--- src/rtl/bp_fe_queue_ckpt_fifo_pkg.sv ---
// FE->BE queue message types and configuration helpers shared by the checkpoint FIFO.
package bp_fe_queue_ckpt_fifo_pkg;

  typedef enum logic [1:0] {
    e_bp_inv_cfg     = 2'd0,
    e_bp_default_cfg = 2'd1
  } bp_params_e;

  localparam int vaddr_width_gp               = 39;
  localparam int branch_metadata_fwd_width_gp = 35;
  localparam int instr_width_gp               = 32;

  typedef enum logic [1:0] {
    e_fe_fetch     = 2'b00,
    e_fe_exception = 2'b01
  } bp_fe_queue_type_e;

  typedef struct packed {
    bp_fe_queue_type_e                        msg_type;
    logic [vaddr_width_gp-1:0]                pc;
    logic [instr_width_gp-1:0]                instr;
    logic [branch_metadata_fwd_width_gp-1:0]  branch_metadata_fwd;
  } bp_fe_queue_s;

  // Every currently supported configuration shares one FE message geometry.
  function automatic int bp_vaddr_width(bp_params_e cfg);
    return (cfg == e_bp_default_cfg) ? vaddr_width_gp : vaddr_width_gp;
  endfunction

  function automatic int bp_branch_metadata_fwd_width(bp_params_e cfg);
    return (cfg == e_bp_default_cfg) ? branch_metadata_fwd_width_gp : branch_metadata_fwd_width_gp;
  endfunction

  function automatic int bp_fe_queue_width(int vaddr_width, int branch_metadata_fwd_width);
    return $bits(bp_fe_queue_type_e) + vaddr_width + instr_width_gp + branch_metadata_fwd_width;
  endfunction

endpackage

--- src/rtl/bp_fe_queue_ckpt_fifo_mem.sv ---
// 1R1W storage, synchronous write, asynchronous read (0-cycle read latency).
module bp_fe_queue_ckpt_fifo_mem #(
  parameter int width_p = 8,
  parameter int els_p   = 8,
  localparam int addr_width_lp = $clog2(els_p)
) (
  input  logic                     clk_i,
  input  logic                     w_v_i,
  input  logic [addr_width_lp-1:0] w_addr_i,
  input  logic [width_p-1:0]       w_data_i,
  input  logic [addr_width_lp-1:0] r_addr_i,
  output logic [width_p-1:0]       r_data_o
);

  logic [width_p-1:0] mem [els_p];

  always_ff @(posedge clk_i) begin
    if (w_v_i) begin
      mem[w_addr_i] <= w_data_i;
    end
  end

  assign r_data_o = mem[r_addr_i];

endmodule

--- src/rtl/bp_fe_queue_ckpt_fifo.sv ---
// FE queue with speculative read pointer and commit checkpoint; 1-cycle enqueue-to-valid, no bypass.
// ready drops when els_p entries are uncommitted; read-but-uncommitted entries are kept for replay.
module bp_fe_queue_ckpt_fifo
  import bp_fe_queue_ckpt_fifo_pkg::*;
#(
  parameter bp_params_e bp_params_p = e_bp_inv_cfg,
  parameter int els_p = 8,
  localparam int vaddr_width_p = bp_vaddr_width(bp_params_p),
  localparam int branch_metadata_fwd_width_p = bp_branch_metadata_fwd_width(bp_params_p),
  localparam int fe_queue_width_lp = bp_fe_queue_width(vaddr_width_p, branch_metadata_fwd_width_p),
  localparam int ptr_width_lp = $clog2(els_p) + 1
) (
  input  logic                         clk_i,
  input  logic                         reset_i,

  input  logic [fe_queue_width_lp-1:0] fe_queue_i,
  input  logic                         fe_queue_v_i,
  output logic                         fe_queue_ready_o,

  output logic [fe_queue_width_lp-1:0] fe_queue_o,
  output logic                         fe_queue_v_o,
  input  logic                         fe_queue_yumi_i,
  input  logic                         fe_queue_clr_i,
  input  logic                         fe_queue_roll_i,
  input  logic                         fe_queue_deq_i,

  output logic [ptr_width_lp-1:0]      occupancy_o
);

  typedef logic [ptr_width_lp-1:0] ptr_t;

  localparam ptr_t full_xor_lp = ptr_t'(els_p);

  ptr_t wptr, rptr, cptr;
  ptr_t wptr_n, rptr_n, cptr_n;

  logic full, enq, yumi_ok, deq_ok;

  assign full             = ((wptr ^ cptr) == full_xor_lp);
  assign fe_queue_ready_o = ~full & ~reset_i;
  assign fe_queue_v_o     = (rptr != wptr);
  assign occupancy_o      = wptr - cptr;

  assign enq     = fe_queue_v_i & fe_queue_ready_o & ~fe_queue_clr_i;
  assign yumi_ok = fe_queue_yumi_i & fe_queue_v_o & ~fe_queue_roll_i;
  // Committing is only legal on an entry already read, counting this cycle's read.
  assign deq_ok  = fe_queue_deq_i & (cptr != (rptr + ptr_t'(yumi_ok)));

  always_comb begin
    wptr_n = wptr + ptr_t'(enq);
    cptr_n = cptr + ptr_t'(deq_ok);
    rptr_n = fe_queue_roll_i ? cptr_n : (rptr + ptr_t'(yumi_ok));
    if (fe_queue_clr_i) begin
      wptr_n = wptr;
      cptr_n = wptr;
      rptr_n = wptr;
    end
  end

  always_ff @(posedge clk_i) begin
    if (reset_i) begin
      wptr <= '0;
      rptr <= '0;
      cptr <= '0;
    end else begin
      wptr <= wptr_n;
      rptr <= rptr_n;
      cptr <= cptr_n;
    end
  end

  always_ff @(posedge clk_i) begin
    if (!reset_i && !fe_queue_clr_i) begin
      assert (!(fe_queue_yumi_i && !fe_queue_v_o));
      assert (!(fe_queue_deq_i && !deq_ok));
    end
  end

  bp_fe_queue_ckpt_fifo_mem #(
    .width_p (fe_queue_width_lp),
    .els_p   (els_p)
  ) mem (
    .clk_i    (clk_i),
    .w_v_i    (enq),
    .w_addr_i (wptr[ptr_width_lp-2:0]),
    .w_data_i (fe_queue_i),
    .r_addr_i (rptr[ptr_width_lp-2:0]),
    .r_data_o (fe_queue_o)
  );

endmodule

--- config.mk ---
export PLATFORM = sky130hd
export DESIGN_NAME = bp_fe_queue_ckpt_fifo
export DESIGN_NICKNAME = d
export VERILOG_FILES = /design/src/rtl/bp_fe_queue_ckpt_fifo_pkg.sv /design/src/rtl/bp_fe_queue_ckpt_fifo_mem.sv /design/src/rtl/bp_fe_queue_ckpt_fifo.sv
export SDC_FILE = /design/constraint.sdc
export NUM_CORES = 1
export LEC_CHECK = 0
export BUFFER_PORTS_ARGS = -buffer_cell sky130_fd_sc_hd__buf_2
export CELL_PAD_IN_SITES_DETAIL_PLACEMENT = 2
export CELL_PAD_IN_SITES_GLOBAL_PLACEMENT = 2
export CORE_UTILIZATION = 45
export DETAILED_ROUTE_END_ITERATION = 8
export PLACE_DENSITY = 0.8
export SETUP_SLACK_MARGIN = 0.02
export SKIP_LAST_GASP = 1
export SLEW_MARGIN = 20
export SYNTH_ARGS = -nofsm -noshare
export SYNTH_HDL_FRONTEND = slang
export SYNTH_SLANG_ARGS = --single-unit
--- constraint.sdc ---
create_clock -name clk_i -period 11.15 [get_ports clk_i]
set_input_delay 1.115 -clock clk_i [delete_from_list [all_inputs] [get_ports clk_i]]
set_output_delay 1.115 -clock clk_i [all_outputs]
set_load 0.02 [all_outputs]
======== After elaboration in Yosys (flattened, before gate mapping) ========
Memories as Yosys holds them, arrays and structs flattened. A register that Yosys moved wholly into a read port is not among the register bits.
Cells that the tools add are included.
operators by class
  multiplexer cells ....................... 6
  reductions and logical operators ........ 0
  magnitude comparators ................... 0
  bitwise operators ....................... 11
  divide/modulo/power cells ............... 0
  shift operators ......................... 0
  equal/unequal tests ..................... 3
  $add $sub $neg .......................... 4
  multiply operators ...................... 0
operator list
  operator                                    number
  adder 4 x 1 -> 4 bit                        3
  two-way mux 4 bit                           3
  inequality test 4 bit                       2
  bitwise AND 1 bit                           6
  equality test 4 bit, second input constant  1
  inverter 1 bit                              4
  subtractor 4 bit                            1
  bitwise XOR 4 bit                           1
  two-way mux 3 bit                           1
  two-way mux 1 bit                           2
word-level totals
  word-level logic and storage cells ...... 28
  input bits .............................. 115
  latch bits .............................. 0
  memories kept ........................... 1
  register bits ........................... 12
  memory bits (read-only) ................. 0
  bits in writable memories ............... 864
memory list
  memory   depth  bits a word  rd ports  clocked after Yosys merged registers in  wr ports  line                             text
  mem.mem  8      108          1         1                                        1         bp_fe_queue_ckpt_fifo_mem.sv:15  logic [width_p-1:0] mem [els_p];

======== Longest topological paths before layout ========
Gate-level depths: netlist of run 1.
  depth in word-level cells ............... 10
  gate-level depth with buffers ........... 16
  mapped depth without buffers ............ 14

======== Hierarchy ========
Synthesis of run 1 repeated with hierarchy kept, for this count alone.
second synthesis, totals
  cell total of the unflattened synthesis .. 1353
  area total of the unflattened synthesis .. 33669.8 µm²
modules (own cells, without submodules)
  module                     times used  seq. area each (µm²)  cells each  area each (µm²)
  bp_fe_queue_ckpt_fifo_mem  1           25944.9               1261        32836.5
  bp_fe_queue_ckpt_fifo      1           240.2                 92          833.3

======== Worst setup path after synthesis of run 1 ========
Ideal clock, no wire load.
  path kind ............................... input to register
  from .................................... input port reset_i
  to ...................................... memory mem.mem[3][0] (netlist name), enable pin
  setup slack ............................. 1.345 ns
  stages .................................. 3
  path buffers ............................ 0
  arrival ................................. 9.097 ns
  required time ........................... 10.443 ns
  path through ............................ a41o_1 or3_1 nor3_1
between the ends
  word-level cells in the longest chain between the ends .. 6
ends and longest elaborated chain
  what                                     line                             text
  start: declaration                       bp_fe_queue_ckpt_fifo.sv:14      input logic reset_i,
  inverter 1 bit                           bp_fe_queue_ckpt_fifo.sv:40      assign fe_queue_ready_o = ~full & ~reset_i;
  bitwise AND 1 bit                        bp_fe_queue_ckpt_fifo.sv:40
  bitwise AND 1 bit (2 in series)          bp_fe_queue_ckpt_fifo.sv:44      assign enq = fe_queue_v_i & fe_queue_ready_o & ~fe_queue_clr_i;
  two-way mux 1 bit                        bp_fe_queue_ckpt_fifo_mem.sv:18  if (w_v_i) begin
  two-way mux 1 bit (not written as such)  bp_fe_queue_ckpt_fifo_mem.sv:19  mem[w_addr_i] <= w_data_i;
  end: declaration                         bp_fe_queue_ckpt_fifo_mem.sv:15
No other way between the ends.

==> metrics.cfg, run 1 <==
[placement]
place_ws_ps = 6280
post-dp-hpwl_um = 48200
place_congestion = 0.751
io_buffers = 228

[timing]
clock.fmax_ghz = 0.196
setup_violations = 0
final-max-slew-violation-count = 0
hold_viol_final = 0
fin_crit_sh = 0.458
rsz0062_at_grt = false
fin_setup_tns_ps = 0
worst_pin_slew_ps = 1090
fin_crit_ps = 5100
slew_headroom = 0.272
setup_ws_ps = 6050
clock_skew_ps = 13.9

[detailed_routing]
wire_per_inst_um = 30.6
firstDrtPassIters = 4
routed_wl_um = 82100
drt-initial-drc-count = 1020
route.detailed.drc = 0
vias_per_cell = 5.60
antenna_left = 0
vias = 15007

[power_and_ir_drop]
peakVddDrop_mv = 0.150
power_density_nw_per_um2 = 180
power.leakage_nw = 12.4

[critical_path]
crit_fanout = 71
worst_setup_path_end_kind = primary output
critPathBufInv = 3
crit_family = buffers and inverters
worstPathRequired_ps = 10040
critPathMostFrequentCell = buf_4
path_cells = buf_4, buf_4, mux4_2, mux2_2, buf_2
crit_slowest_cell = buf_4
cpPeakStageDelay_ps = 930
worstPathArrival_ps = 3990
critPathKind = reg2out
crit_path_start_kind = flip-flop

[final_layout]
finalNetCount = 1767
final_cell_mix = 864 x edfxtp_1, 228 x buf_2, 216 x mux4_2
final_util = 0.528
post_route_cells_drive_above_1_share = 0.417
area_growth_syn_to_layout_pct = 15.2
n_fill_cell = 6109
layout.cells.most_common = edfxtp_1

[global_routing]
antenna_found_initial = 17
grt_pass1_vias = 17285
gr-total-overflow = 0
grt_start_max_net_pins = 72
grt_pass1_wl_um = 119000
grt.total_usage = 0.220

[die]
die_area_um2 = 75900
start_util = 0.458
rows = 99
dieWidth_um = 275
placeableCoreArea_um2 = 73500
fp.dieH_um = 275
pin_count = 229

[outcome]
status = finished, final reports clean

[flow_run]
drv_cap = 0

[yosys]
synth_cell_types = 36
yosysSeqAreaShare = 0.778
syn_nets = 1482
synth_top_family_by_area = multiplexers
synth_compound_area_frac = 0.00312
synth_xor_area_frac = 0.00442
async_reset_ff_frac = 0
synth-seq-cells = 876
avgSynthCellArea_um2 = 24.8
yosys_warnings = 0
ys.flop_type = edfxtp_1
synth-edff-count = 864
synthCells = 1357
synth_adder_area_share = 0.00394
netlist_area_um2 = 33700
synthSimpleGateAreaFrac = 0.00565
muxShareOfSynthArea = 0.189

[clock_tree]
numCtsBuffers = 92
htree_levels = 3
ctsHoldBuffers = 0
cts_max_path_buffers = 3
clock-sinks = 876
cts_tree = done
clockRootBuffer = clkbuf_16
cts_setup_buffers = 0
clk_latency_ps = 640
path_clk_slew_ps = 60
cts_resized = 0

[worst_hold_path]
hold_path.class = reg2reg

==> worst reg2reg max path: stages, from the launching register on <==
cell     delay (ps)
dfxtp_1         620
ha_1            370
a41o_1          260
or3_1           490
nor2_4          680
buf_4           770
buf_4           800
==> where the power goes <==
| group | internal, W | switching [W] |
|---|---|---|
| combinational | 0.000129 | 0.000172 |
| sequential | 0.00363 | 0.00000988 |
| clock | 0.00178 | 0.00128 |
| total | 0.00554 | 0.00146 |
==> path summary, 6_finish.rpt <==
| kind | from | to | slack [ps] | depth (start not counted) |
|---|---|---|---|---|
| setup reg to reg | wptr[2]$_SDFFE_PP0N_ | mem.mem[0][18]$_DFFE_PP_ | 6710 | 6 |
| hold / removal | wptr[3]$_SDFFE_PP0N_ | rptr[3]$_SDFF_PP0_ | 590 | 2 |
| setup / recovery | rptr[1]$_SDFF_PP0_ | fe_queue_o[80] | 6050 | 5 |
| hold reg to reg | wptr[3]$_SDFFE_PP0N_ | rptr[3]$_SDFF_PP0_ | 590 | 2 |
==> cells by family (layout without fill, tap and decap cells) <==
kind of cell,count (synthesis),in the layout
flip-flops,876,876
multiplexers,326,326
buffers and inverters,74,431
AND/OR/NAND/NOR,39,39
XOR/XNOR,17,17
AO/OA/AOI/OAI,15,15
adder cells (fa/ha/maj),10,10
other,0,9
==> synthesized netlist by cell type (all sizes together), types with 2 or more instances <==
cell	n	share of area
inv	10	0.0011
ha	9	0.0033
nand2b	4	0.00074
or3	2	0.00037
mux4	216	0.14
xor2	7	0.0018
dfxtp	12	0.0071
clkbuf	14	0.0016
nand3	5	0.00074
a21oi	6	0.00089
mux2i	2	0.00059
xnor2	10	0.0026
nor2	12	0.0013
nor3	2	0.00030
edfxtp	864	0.77
buf	50	0.013
mux2	108	0.044
o21a	4	0.00089
nand2	8	0.00089
==> per-stage QoR <==
stage | power (W) | hold WS [ps] | instances | instance area [um2]
final | 0.00700 | 593 | 2682 | 38800
after global routing | 0.00719 | 619 | 2679 | 38800
after CTS | 0.00708 | 598 | 2672 | 38700
after detailed placement | 0.00402 | 600 | 2506 | 35800
after global placement | 0.00400 | 572 | 2506 | 35800
after floorplan | 0.00390 | 519 | 1357 | 33700
==> cell type report <==
| cell class | instances | area, um2 | area share |
|---|---|---|---|
| flip-flops and latches | 876 | 26200 | 0.675 |
| inverters | 10 | 37.5 | 0.000968 |
| clock buffers | 114 | 2380 | 0.0615 |
| multi-input cells | 407 | 7000 | 0.180 |
| repair buffers | 255 | 1370 | 0.0353 |
| well taps | 959 | 1200 | 0.0309 |
| clock inverters | 52 | 586 | 0.0151 |
| diodes | 9 | 22.5 | 0.000581 |
==> sequential cells by signal, summed over array words and instances (netlist names) <==
signal	cells
mem.mem	864
rptr	4
wptr	4
cptr	4
==> metal layers <==
metal  vias to the layer above  share of wire  wire [um]  GRT usage
li1                       6375              -          -          -
met1                      8161           0.39      32100      0.265
met2                       336           0.54      44300      0.400
met3                       125          0.046       3740     0.0426
met4                        10          0.023       1910     0.0653
met5                         -        0.00087         71          0
No activity file was read; power rests on OpenSTA's default activity.
==> inputs of run 2 (changes only) <==
--- a/config.mk
+++ b/config.mk
@@ -8,9 +8,9 @@
 export BUFFER_PORTS_ARGS = -buffer_cell sky130_fd_sc_hd__buf_2
 export CELL_PAD_IN_SITES_DETAIL_PLACEMENT = 2
 export CELL_PAD_IN_SITES_GLOBAL_PLACEMENT = 2
-export CORE_UTILIZATION = 45
+export CORE_UTILIZATION = 44
 export DETAILED_ROUTE_END_ITERATION = 8
-export PLACE_DENSITY = 0.8
+export PLACE_DENSITY = 0.82
 export SETUP_SLACK_MARGIN = 0.02
 export SKIP_LAST_GASP = 1
 export SLEW_MARGIN = 20
==> constraint.sdc (replaced) <==
create_clock -name clk_i -period 4.2 [get_ports clk_i]
set_input_delay 0.42 -clock clk_i [delete_from_list [all_inputs] [get_ports clk_i]]
set_output_delay 0.42 -clock clk_i [all_outputs]
set_load 0.02 [all_outputs]
==> run 2 against run 1 <==
  * Count of clock-buffer cells in the layout grew 5
  * Total power grew to 2.6 times the previous value
  * Largest cell class unchanged
  * Die area grew 2.3%
  * Highest routed layer unchanged
==> metrics.cfg, run 2 (synthesis gave the netlist of run 1 again) <==
[critical_path]
rr_endpoint = rptr[1]$_SDFF_PP0_  ; was mem.mem[0][18]$_DFFE_PP_
path_cells = buf_12, buf_6, mux4_2, mux2_4, buf_2  ; was buf_4, buf_4, mux4_2, mux2_2, buf_2
cpPeakStageDelay_ps = 700  ; was 930 ps
worst_setup_path_end_kind = primary output  ; unchanged
r2r_slack_ps = 890  ; was 6710 ps
critPathKind = reg2out  ; unchanged
worstPathArrival_ps = 3490  ; was 3990 ps
critical_path.startpoint = rptr[1]$_SDFF_PP0_  ; unchanged
worstPathRequired_ps = 3780  ; was 10040 ps
worstRegToRegCells = 13  ; was 6
reg2reg_from = wptr[2]$_SDFFE_PP0N_  ; unchanged
crit_slowest_cell = buf_12  ; was buf_4
crit_fanout = 167  ; was 71
crit_path_start_kind = flip-flop  ; unchanged

[global_routing]
grt_pass1_wl_um = 117000  ; was 119000 um
grt_pass1_vias = 17177  ; was 17285
grt.total_usage = 0.209  ; was 0.220
grt_start_max_net_pins = 168  ; was 72
gr-total-overflow = 0  ; unchanged
antenna_found_initial = 14  ; was 17

[die]
rows = 101  ; was 99
pin_count = 229  ; unchanged
start_util = 0.444  ; was 0.458
dieWidth_um = 279  ; was 275 um
fp.dieH_um = 279  ; was 275 um
placeableCoreArea_um2 = 75800  ; was 73500 um2
die_area_um2 = 77600  ; was 75900 um2

[clock_tree]
clockRootBuffer = clkbuf_16  ; unchanged
numCtsBuffers = 92  ; unchanged
clk_latency_ps = 650  ; was 640 ps
path_clk_slew_ps = 60  ; about the same
htree_levels = 3  ; unchanged
clock-sinks = 876  ; unchanged
cts_max_path_buffers = 3  ; unchanged
cts_tree = done  ; unchanged

[power_and_ir_drop]
power_density_nw_per_um2 = 469  ; was 180 nW/um2
power.leakage_nw = 12.4  ; about the same
peakVddDrop_mv = 0.483  ; was 0.150 mV

[detailed_routing]
vias = 14969  ; was 15007
routed_wl_um = 79500  ; was 82100 um
vias_per_cell = 5.55  ; was 5.60
antenna_left = 0  ; unchanged
route.detailed.drc = 0  ; unchanged
drt-initial-drc-count = 969  ; was 1020
wire_per_inst_um = 29.5  ; was 30.6 um
firstDrtPassIters = 5  ; was 4

[final_layout]
final_util = 0.514  ; was 0.528
finalNetCount = 1763  ; was 1767
regMostFlops = mem.mem  ; unchanged
final_cell_mix = 864 x edfxtp_1, 228 x buf_2, 216 x mux4_2  ; unchanged
post_route_cells_drive_above_1_share = 0.419  ; was 0.417
largest_reg_flops = 864  ; unchanged
final_cells = 2695  ; was 2682
layout.cells.most_common = edfxtp_1  ; unchanged
area_growth_syn_to_layout_pct = 15.9  ; was 15.2%

[timing]
fin_crit_sh = 0.932
setup_violations = 0  ; unchanged
rsz0062_at_grt = false  ; unchanged
slew_headroom = 0.201  ; was 0.272
fin_crit_ps = 3910
clock_skew_ps = 38.9  ; was 13.9 ps
clock.fmax_ghz = 0.255
worst_pin_slew_ps = 1200  ; was 1090 ps
hold_viol_final = 0  ; unchanged
final-max-slew-violation-count = 0  ; unchanged

[placement]
place_congestion = 0.726  ; was 0.751
io_buffers = 228  ; unchanged
post-dp-hpwl_um = 43500  ; was 48200 um
dp.cells = 2520  ; was 2506

[worst_hold_path]
whs_path_depth = 1  ; was 2
worstHoldStart = fe_queue_i[89]  ; was wptr[3]$_SDFFE_PP0N_
hold_path.class = in2reg  ; was reg2reg
worstHoldEndpoint = mem.mem[2][89]$_DFFE_PP_  ; was rptr[3]$_SDFF_PP0_

[flow_run]
drv_cap = 0  ; unchanged

[outcome]
status = finished, final reports clean  ; unchanged

==> run 2: cell count changes in the layout (fill, tap and decap cells not counted), sizes merged <==
cell         change
buf              -5
bufinv           -5
clkbuf           +5
clkinv           +1
clkinvlp         +3
diode            -6
dlygate4sd3      +1
==> run 2: worst max-delay path: cells and delay by family (launching register included) <==
family / cells / cell delay, ps
flops: 1 / 360
buf+inv: 3 / 1460
mux: 2 / 730
==> run 2: area by class of cell <==
cell class | instances | area (um2)
Antenna cell | 3 | 7.51
Clock buffer | 119 | 2480
Clock inverter | 51 | 410
Fill cell | 6426 | 36800
Inverter | 10 | 37.5
Multi-Input combinational cell | 407 | 7060
Sequential cell | 876 | 26200
Tap cell | 978 | 1220
Timing Repair Buffer | 251 | 1590
==> run 2: metal layers <==
| layer | vias up | track usage | routed length (um) |
|---|---|---|---|
| met4 | 26 | 0.0555 | 1700 |
| met3 | 144 | 0.0459 | 4140 |
| met5 | - | 0 | 178 |
| li1 | 6359 | - | - |
| met2 | 345 | 0.374 | 42300 |
| met1 | 8095 | 0.255 | 31200 |
==> run 2: how the worst max path moves through the flow <==
stage,end,slack [ps]
finish,fe_queue_o[61],290
global route,fe_queue_o[61],210
CTS,fe_queue_o[61],100
detailed placement,fe_queue_o[14],810
global placement,fe_queue_o[15],960
floorplan,mem.mem[1][0]$_DFFE_PP_,-380
==> run 2: timing repair <==
item                       4_1_cts  5_1_grt
hold buffers                     1        0
resized for setup                0        1
hold endpoints to repair         5        0
setup buffers                    0        0
setup endpoints to repair        0       16
==> run 2: stage by stage <==
step	total power (W)	setup slack [ps]	hold WS [ps]	area [um2]	setup TNS, ps
detailed placement	0.0107	809	594	36100	0
floorplan	0.0104	-379	479	33800	-149260
global route	0.0188	207	28.3	39000	0
CTS	0.0185	103	7.88	39000	0
finish	0.0183	285	46.0	39000	0
global placement	0.0106	958	565	36100	0
==> run 2: report_power, final <==
part           switching [W]  internal [W]  total (W)
logic               0.000462      0.000349   0.000811
registers          0.0000154       0.00964    0.00966
clock network        0.00331       0.00452    0.00783
